$ cat config.mk
export PLATFORM = sky130hd
export DESIGN_NAME = aes256_dec_round_sequencer
export DESIGN_NICKNAME = d
export VERILOG_FILES = /design/src/rtl/aes256_dec_round_sequencer.sv
export SDC_FILE = /design/constraint.sdc
export NUM_CORES = 2
export LEC_CHECK = 0
export BUFFER_PORTS_ARGS = -buffer_cell sky130_fd_sc_hd__buf_2
export CORE_MARGIN = 2
export CORE_UTILIZATION = 38
export CTS_CLUSTER_SIZE = 20
export DETAILED_ROUTE_END_ITERATION = 8
export RECOVER_POWER = 25
export SYNTH_ARGS = -nofsm -noshare
export SYNTH_HDL_FRONTEND = slang
export SYNTH_SLANG_ARGS = --single-unit
$ cat constraint.sdc
create_clock -name clk -period 17.86 [get_ports clk]
set_clock_uncertainty 0.2 [all_clocks]
set_input_delay 1.786 -clock clk [delete_from_list [all_inputs] [get_ports clk]]
set_output_delay 1.786 -clock clk [all_outputs]
set_load 0.005 [all_outputs]
$ cat src/rtl/aes256_dec_round_sequencer.sv
// Iterative AES-256 decryption sequencer: stores the round-key schedule and steps one
// external combinational inverse-round unit through NR rounds per ciphertext block.
module aes256_dec_round_sequencer #(
    parameter int NR = 14,
    parameter int DW = 128
) (
    input  logic          clk,
    input  logic          rst_n,
    input  logic          key_wr_en,
    input  logic [3:0]    key_wr_idx,
    input  logic [DW-1:0] key_wr_data,
    output logic          key_wr_err,
    output logic          keys_ready,
    input  logic          in_valid,
    output logic          in_ready,
    input  logic [DW-1:0] in_data,
    output logic          out_valid,
    input  logic          out_ready,
    output logic [DW-1:0] out_data,
    output logic [DW-1:0] rnd_state,
    output logic [DW-1:0] rnd_key,
    output logic          rnd_last,
    input  logic [DW-1:0] rnd_result,
    output logic          busy,
    output logic [3:0]    round_cnt
);
    // Handshakes: a beat transfers on a rising edge where valid && ready; the side
    // holding valid keeps its data stable until that edge.
    typedef enum logic [1:0] {S_IDLE = 2'd0, S_ROUND = 2'd1, S_DONE = 2'd2} fsm_t;
    localparam logic [3:0] LAST = 4'(NR);

    fsm_t          fsm_q, fsm_d;
    logic [DW-1:0] blk_q, blk_d;
    logic [DW-1:0] out_q, out_d;
    logic [3:0]    cnt_q, cnt_d;
    logic          ov_q, ov_d;
    logic [NR:0]   slot_q;
    logic          err_q;
    logic [DW-1:0] key_mem [0:NR];
    logic          idle, key_ok, accept;
    logic [3:0]    key_sel;

    assign idle       = (fsm_q == S_IDLE);
    assign key_ok     = key_wr_en && idle && (key_wr_idx <= LAST);
    assign keys_ready = &slot_q;
    assign in_ready   = idle && keys_ready && !key_wr_en;
    assign accept     = in_valid && in_ready;

    // Decryption walks the encryption-numbered schedule backwards.
    assign key_sel    = (fsm_q == S_ROUND) ? (LAST - cnt_q) : 4'd0;
    assign rnd_state  = blk_q;
    assign rnd_key    = key_mem[key_sel];
    assign rnd_last   = (fsm_q == S_ROUND) && (cnt_q == LAST);
    assign busy       = !idle;
    assign round_cnt  = cnt_q;
    assign out_valid  = ov_q;
    assign out_data   = out_q;
    assign key_wr_err = err_q;

    always_ff @(posedge clk) begin
        if (key_ok) key_mem[key_wr_idx] <= key_wr_data;
    end

    always_ff @(posedge clk or negedge rst_n) begin
        if (!rst_n) begin
            fsm_q  <= S_IDLE;
            blk_q  <= '0;
            out_q  <= '0;
            cnt_q  <= '0;
            ov_q   <= 1'b0;
            slot_q <= '0;
            err_q  <= 1'b0;
        end else begin
            fsm_q  <= fsm_d;
            blk_q  <= blk_d;
            out_q  <= out_d;
            cnt_q  <= cnt_d;
            ov_q   <= ov_d;
            err_q  <= key_wr_en && !key_ok;
            if (key_ok) slot_q[key_wr_idx] <= 1'b1;
        end
    end

    always_comb begin
        fsm_d = fsm_q;
        blk_d = blk_q;
        out_d = out_q;
        cnt_d = cnt_q;
        ov_d  = ov_q;
        case (fsm_q)
            S_IDLE: begin
                if (accept) begin
                    blk_d = in_data ^ key_mem[LAST];
                    cnt_d = 4'd1;
                    fsm_d = S_ROUND;
                end
            end
            S_ROUND: begin
                blk_d = rnd_result;
                if (cnt_q == LAST) begin
                    out_d = rnd_result;
                    ov_d  = 1'b1;
                    fsm_d = S_DONE;
                end else begin
                    cnt_d = cnt_q + 4'd1;
                end
            end
            S_DONE: begin
                if (out_ready) begin
                    ov_d  = 1'b0;
                    cnt_d = 4'd0;
                    fsm_d = S_IDLE;
                end
            end
            default: begin
                ov_d  = 1'b0;
                cnt_d = 4'd0;
                fsm_d = S_IDLE;
            end
        endcase
    end
endmodule

---- After elaboration in Yosys (flattened, before gate mapping) ----
Memory sizes are Yosys's and may differ from the RTL's.
Index checks and enable logic that the tools add are counted.
word-level totals
  bits in registers ....................... 279
  memory bits (writable) .................. 1920
  input bits .............................. 393
  output and inout port bits .............. 394
  logic and storage cells ................. 60
  memories ................................ 1
memory list
  name     depth  bits a word  rd ports  clocked after memory_dff  write ports  RTL line  RTL
  key_mem  15     128          2         0                         1            39        logic [DW-1:0] key_mem [0:NR];
cells by class
  $add $sub $neg .......................... 2
  order comparisons ....................... 3
  equality and inequality tests ........... 7
  multiplexer cells ....................... 18
  bitwise gates (word level) .............. 3
  reductions and logical operators ........ 19
operators by type and width
  cell                                                         count
  one-hot mux 128 bit (2 select lines)                         1
  two-way mux 128 bit                                          1
  XOR 128 bit                                                  1
  two-way mux 4 bit                                            4
  bitwise OR 15 bit                                            1
  AND reduction 15 bit                                         1
  one-hot mux 4 bit (3 select lines)                           1
  AND reduction 3 bit                                          3
  logical AND 1 bit                                            8
  two-way mux 2 bit                                            3
  one-hot mux 2 bit (3 select lines)                           1
  less-than comparator 4 x 5 -> 1 bit (second input constant)  1
  two-way mux 1 bit                                            5
  adder 4 x 1 -> 4 bit (second input constant)                 1
  demux 1 bit (select 4 bit)                                   1
  equality test 4 bit (second input constant)                  1
  >= comparator 4 x 1 -> 1 bit (second input constant)         1
  less-or-equal comparator 4 bit (second input constant)       1
  inequality test 2 x 1 -> 1 bit (second input constant)       2
  inequality test 2 bit (second input constant)                2
  AND reduction 2 bit                                          2
  subtractor 4 bit (first input constant)                      1
  zero test 1 bit                                              3
  one-hot mux 1 bit (3 select lines)                           1
  5 further kinds                                              5

---- Depth between registers and ports, before layout ----
  depth after elaboration ................. 6
  depth in mapped cells ................... 14
  gate-level depth less buffers ........... 7

---- Least setup slack after synthesis ----
OpenSTA, ideal clock, no wires.
  kind .................................... input-to-reg
  from .................................... input key_wr_idx[2]
  to ...................................... register slot_q[0]
  library setup time ...................... 0.120 ns
  arrival time ............................ 11.718 ns
  required time ........................... 17.540 ns
  setup slack ............................. 5.822 ns
  stages on the path ...................... 3
  path buffers ............................ 0
  cell sequence ........................... or3_1 nor3_1 or2_2
between the ends
  word-level cells in the longest chain between the ends .. 5
  elaborated cells between the ends (all ways) .. 8
  classes of those cells .................. order compare: 3; mux: 2; bitwise: 1; reduce/logical: 2
RTL lines
  element                                                                                                           RTL line  RTL
  from (decl)                                                                                                       10        input logic [3:0] key_wr_idx,
  less-than comparator 4 x 5 -> 1 bit (implied by the code) / >= comparator 4 x 1 -> 1 bit (equally long branches)  80        if (key_ok) slot_q[key_wr_idx] <= 1'b1;
  logical AND 1 bit (implied by the code)                                                                           80
  two-way mux 1 bit (implied by the code)                                                                           80
  demux 1 bit (select 4 bit)                                                                                        80
  bitwise OR 15 bit (no line)                                                                                       --
  to (signal assigned)                                                                                              71        slot_q <= '0;
  to (signal, indexed assignment)                                                                                   80
  to (decl)                                                                                                         37        logic [NR:0] slot_q;
Parallel ways exist; a longest one is shown, timed or not.
A chain may end at the register's enable or synchronous reset.

---- Final worst setup path ----
  from .................................... register cnt_q[0] (netlist: round_cnt[0])
  to ...................................... output rnd_key[63]
between the ends
  word-level cells in the longest chain between the ends .. 3
RTL lines
  element                 RTL line  RTL
  from (decl)             35        logic [3:0] cnt_q, cnt_d;
  from (signal assigned)  77        cnt_q <= cnt_d;
  subtractor 4 bit        50        assign key_sel = (fsm_q == S_ROUND) ? (LAST - cnt_q) : 4'd0;
  two-way mux 4 bit       50
  memory (15 x 128 bit)   --
  to (decl)               21        output logic [DW-1:0] rnd_key,
Every way passes these cells.

==> impl_metrics.env <==
export IMPL_worstHoldPathCells=1
export IMPL_route_vias_total=54000
export IMPL_layout_filler_cells=20100
export IMPL_cts_root_buf="sky130_fd_sc_hd__clkbuf_16"
export IMPL_fin_area_um2=101000
export IMPL_crit_path_end_kind="output port"
export IMPL_cp_arrival_ns=6.63
export IMPL_hpwlAfterDp_um=162000
export IMPL_setup_violations=0
export IMPL_syn_instance_count=5538
export IMPL_io_pin_count=787
export IMPL_yosys_register_bits=2199
export IMPL_worst_skew_pair_later_pin_latency_ns=0.90
export IMPL_initial_core_utilization_pct=38.2
export IMPL_finalMaxSlewViolations=0
export IMPL_cts_root_to_sink_buffers=3
export IMPL_synth_top_family_by_area="compound AO/OA/AOI/OAI gates"
export IMPL_die_width_um=482
export IMPL_final_hold_vios=0
export IMPL_pint_mw=9.21
export IMPL_p_clk_share_pct=37.5
export IMPL_critical_path_class="reg -> out"
export IMPL_synth_sequential_area_ratio_pct=74.5
export IMPL_path_max_fanout=112
export IMPL_globalplace_congestion=0.798
export IMPL_grt_pass1_wl_um=396000
export IMPL_track_usage_pct=23.7
export IMPL_relative_contribution_of_sequential_cells_to_total_power_pct=46.7
export IMPL_drv_cap=0
export IMPL_drt_drc_violations_left=0
export IMPL_crit_path_start_kind="register"
export IMPL_pre_cts_ws_ns=10.02
export IMPL_post_route_period_util_pct=48.2
export IMPL_share_of_the_synthesized_area_in_compound_gates_ao_oa_aoi_oai_pct=8.70
export IMPL_switching_share_pct=27.3
export IMPL_grt_overflow_total=0
export IMPL_core_rowCount=175
export IMPL_total_power_mw=12.7
export IMPL_dominantRegCellSynth="sky130_fd_sc_hd__edfxtp_1"
export IMPL_clock_tree_from_tritoncts="done"
export IMPL_max_slew_margin_rel_pct=6.31
export IMPL_placed_area_um2=94000
export IMPL_r2r_cells=8
export IMPL_period_minus_slack_ns=8.62
export IMPL_design_core_area_um2=227000
export IMPL_total_switching_power_mw=3.46
export IMPL_synth_enable_flop_cells=1920
export IMPL_synthesis_nets=5934
export IMPL_vias_in_the_first_global_route=53000
export IMPL_finalWorstSetupSlack_ns=9.24
export IMPL_synth_cell_area_um2=86800
export IMPL_worst_slew_pin_slew_ns=1.41
export IMPL_max_freq_ghz=0.116
export IMPL_hold_buffers=0
export IMPL_rsz0062_at_grt="no"
export IMPL_synth_xor_xnor_area_share_pct=1.35
export IMPL_cts_buffers_inserted=224
export IMPL_vdd_ir_drop_worst_mv=0.0946
export IMPL_most_common_layout_cells="1920 x sky130_fd_sc_hd__edfxtp_1, 683 x sky130_fd_sc_hd__buf_2, 595 x sky130_fd_sc_hd__nand2_1"
export IMPL_post_synth_mux_area_share_pct=8.02
export IMPL_cts_resized_gates=0
export IMPL_wl_per_cell_um=29.9
export IMPL_drtIter0Drc=5986
export IMPL_route_final_wire_length_um=283000
export IMPL_timing_critical_path_required_ns=15.87
export IMPL_number_of_antenna_violations_at_the_first_check_in_global_routing=47
export IMPL_synthAdderAreaFrac_pct=0.0432
export IMPL_post_cts_setup_buffer_count=0
export IMPL_run_status="complete, no violations"
export IMPL_grt_start_max_net_pins=155
export IMPL_die_height_um=482
export IMPL_post_route_cells_drive_above_1_share_pct=21.9
export IMPL_holdCritPathClass="reg -> reg"
export IMPL_die_area_um2=232000
export IMPL_p_r_area_growth_vs_syn_pct=16.9
export IMPL_numPortBuffers=786
export IMPL_layout_cells_most_common="sky130_fd_sc_hd__edfxtp_1"
export IMPL_drt_first_pass_iters=8
export IMPL_postSynthAreaPerCell_um2=15.7
export IMPL_power_density_nw_per_um2=125
export IMPL_htreeDepth=4
export IMPL_synth_cell_type_count=60
export IMPL_final_nets=6648
export IMPL_ys_warn_count=0
export IMPL_clock_sink_count=2199
export IMPL_synth_async_reset_ratio_pct=12.7
export IMPL_timing_setup_tns_ns=0
export IMPL_cellLeakagePower_nw=36.4
export IMPL_cts_reportedPaths_clkPinSlew_ns=0.06
export IMPL_antenna_left=0
export IMPL_p_comb_share_pct=15.8
export IMPL_area_fraction_in_and_or_nand_and_nor_cells_after_synthesis_pct=5.47
export IMPL_vias_per_cell=5.70
-- critical path, cell delays in order (launching register included) --
cell                        delay (ns)
sky130_fd_sc_hd__dfrtp_4          1.01
sky130_fd_sc_hd__inv_8            0.42
sky130_fd_sc_hd__ha_4             0.74
sky130_fd_sc_hd__buf_4            0.76
sky130_fd_sc_hd__and3b_4          0.72
sky130_fd_sc_hd__buf_12           0.57
sky130_fd_sc_hd__a2111oi_0        0.25
sky130_fd_sc_hd__a31oi_1          0.73
sky130_fd_sc_hd__buf_2            0.26
-- metal layers --
metal / vias to the layer above / global-route usage (%) / part of all wire [%]
li1: 23000 / - / -
met3: 418 / 4.62 / 8.5
met5: - / 0 / 0.045
met2: 2719 / 37.6 / 47
met4: 20 / 8.23 / 3.0
met1: 27800 / 32.8 / 42
-- cell usage after synthesis (5+ instances only) --
| cell | count | area, µm² |
|---|---|---|
| sky130_fd_sc_hd__nor3_1 | 84 | 420 |
| sky130_fd_sc_hd__a2bb2oi_1 | 44 | 385 |
| sky130_fd_sc_hd__o21ai_0 | 248 | 1240 |
| sky130_fd_sc_hd__nand2_1 | 596 | 2240 |
| sky130_fd_sc_hd__o32ai_1 | 13 | 114 |
| sky130_fd_sc_hd__edfxtp_1 | 1920 | 57700 |
| sky130_fd_sc_hd__clkbuf_1 | 223 | 837 |
| sky130_fd_sc_hd__mux4_2 | 94 | 2120 |
| sky130_fd_sc_hd__a31oi_1 | 164 | 1030 |
| sky130_fd_sc_hd__nor2b_1 | 14 | 87.6 |
| sky130_fd_sc_hd__xor2_1 | 129 | 1130 |
| sky130_fd_sc_hd__mux2_2 | 152 | 1710 |
| sky130_fd_sc_hd__nand2b_1 | 6 | 37.5 |
| sky130_fd_sc_hd__o22a_1 | 34 | 298 |
| sky130_fd_sc_hd__nand3_1 | 142 | 711 |
| sky130_fd_sc_hd__a2111oi_0 | 9 | 78.8 |
| sky130_fd_sc_hd__or2_2 | 12 | 75.1 |
| sky130_fd_sc_hd__o221ai_1 | 171 | 1500 |
| sky130_fd_sc_hd__or4_1 | 13 | 97.6 |
| sky130_fd_sc_hd__mux2i_1 | 312 | 3120 |
| sky130_fd_sc_hd__buf_2 | 121 | 606 |
| sky130_fd_sc_hd__a221oi_1 | 50 | 438 |
| sky130_fd_sc_hd__a21boi_0 | 31 | 233 |
| sky130_fd_sc_hd__and2_1 | 50 | 313 |
| sky130_fd_sc_hd__and3_1 | 14 | 87.6 |
| sky130_fd_sc_hd__nor2_1 | 147 | 552 |
| sky130_fd_sc_hd__a22o_1 | 13 | 114 |
| sky130_fd_sc_hd__buf_1 | 52 | 195 |
| sky130_fd_sc_hd__a21oi_1 | 208 | 1040 |
| sky130_fd_sc_hd__nand4_1 | 5 | 31.3 |
| sky130_fd_sc_hd__a311oi_1 | 13 | 114 |
| sky130_fd_sc_hd__dfrtp_1 | 279 | 6980 |
| sky130_fd_sc_hd__o22ai_1 | 105 | 657 |
| sky130_fd_sc_hd__a211oi_1 | 26 | 195 |
-- state kept, by name, summed over array words and instances (netlist names) --
register / count
round_cnt: 4
key_mem: 1920
fsm_q: 2
slot_q: 15
out_data: 128
rnd_state: 128
out_valid: 1
key_wr_err: 1
-- power by group through the flow --
stage | clock, mW | sequential, mW | combinational [mW]
final | 4.75 | 5.92 | 2.00
after global placement | 0 | 6.01 | 2.01
after floorplan | 0 | 6.02 | 1.06
after CTS | 4.81 | 5.92 | 2.03
after global routing | 5.02 | 5.94 | 2.15
after detailed placement | 0 | 6.03 | 2.03
-- path summary, 6_finish.rpt --
path	from	to	slack, ns
setup / recovery	round_cnt[0]	rnd_key[63]	9.24
hold / removal	slot_q[2]	slot_q[2]	0.28
setup reg to reg	round_cnt[0]	out_data[47]	12.82
hold reg to reg	slot_q[2]	slot_q[2]	0.28
max in group asynchronous	rst_n	rnd_state[59]	15.15
min in group asynchronous	rst_n	key_wr_err	0.70
-- cells by family (layout without fill, tap and decap cells) --
group,after synthesis,count (layout)
flops,2199,2199
compound gates,1145,1145
simple gates,1094,1094
mux,559,559
buf+inv,406,1317
xor+xnor,132,132
fa+ha+maj,3,3
other cells,0,18
-- cell type report --
type                            instances  area (µm²)  share of cell area (%)
Clock buffer                          311        6310                    6.22
Sequential cell                      2199       64600                    63.7
Inverter                                5        26.3                  0.0259
Timing Repair Buffer                  889        4730                    4.66
Tap cell                             3009        3760                    3.71
Antenna cell                           18        45.0                  0.0444
Multi-Input combinational cell       2933       20800                    20.5
Clock inverter                        112        1190                    1.18
-- per-stage QoR --
step | util (%) | cells | hold slack (ns)
floorplan | - | 5538 | 0.236
global placement | 41.4 | 9035 | 0.252
detailed placement | 41.4 | 9035 | 0.255
CTS | 44.7 | 9458 | 0.276
global route | 44.6 | 9470 | 0.289
finish | 44.6 | 9476 | 0.276
Power figures use the tool's default switching activity.
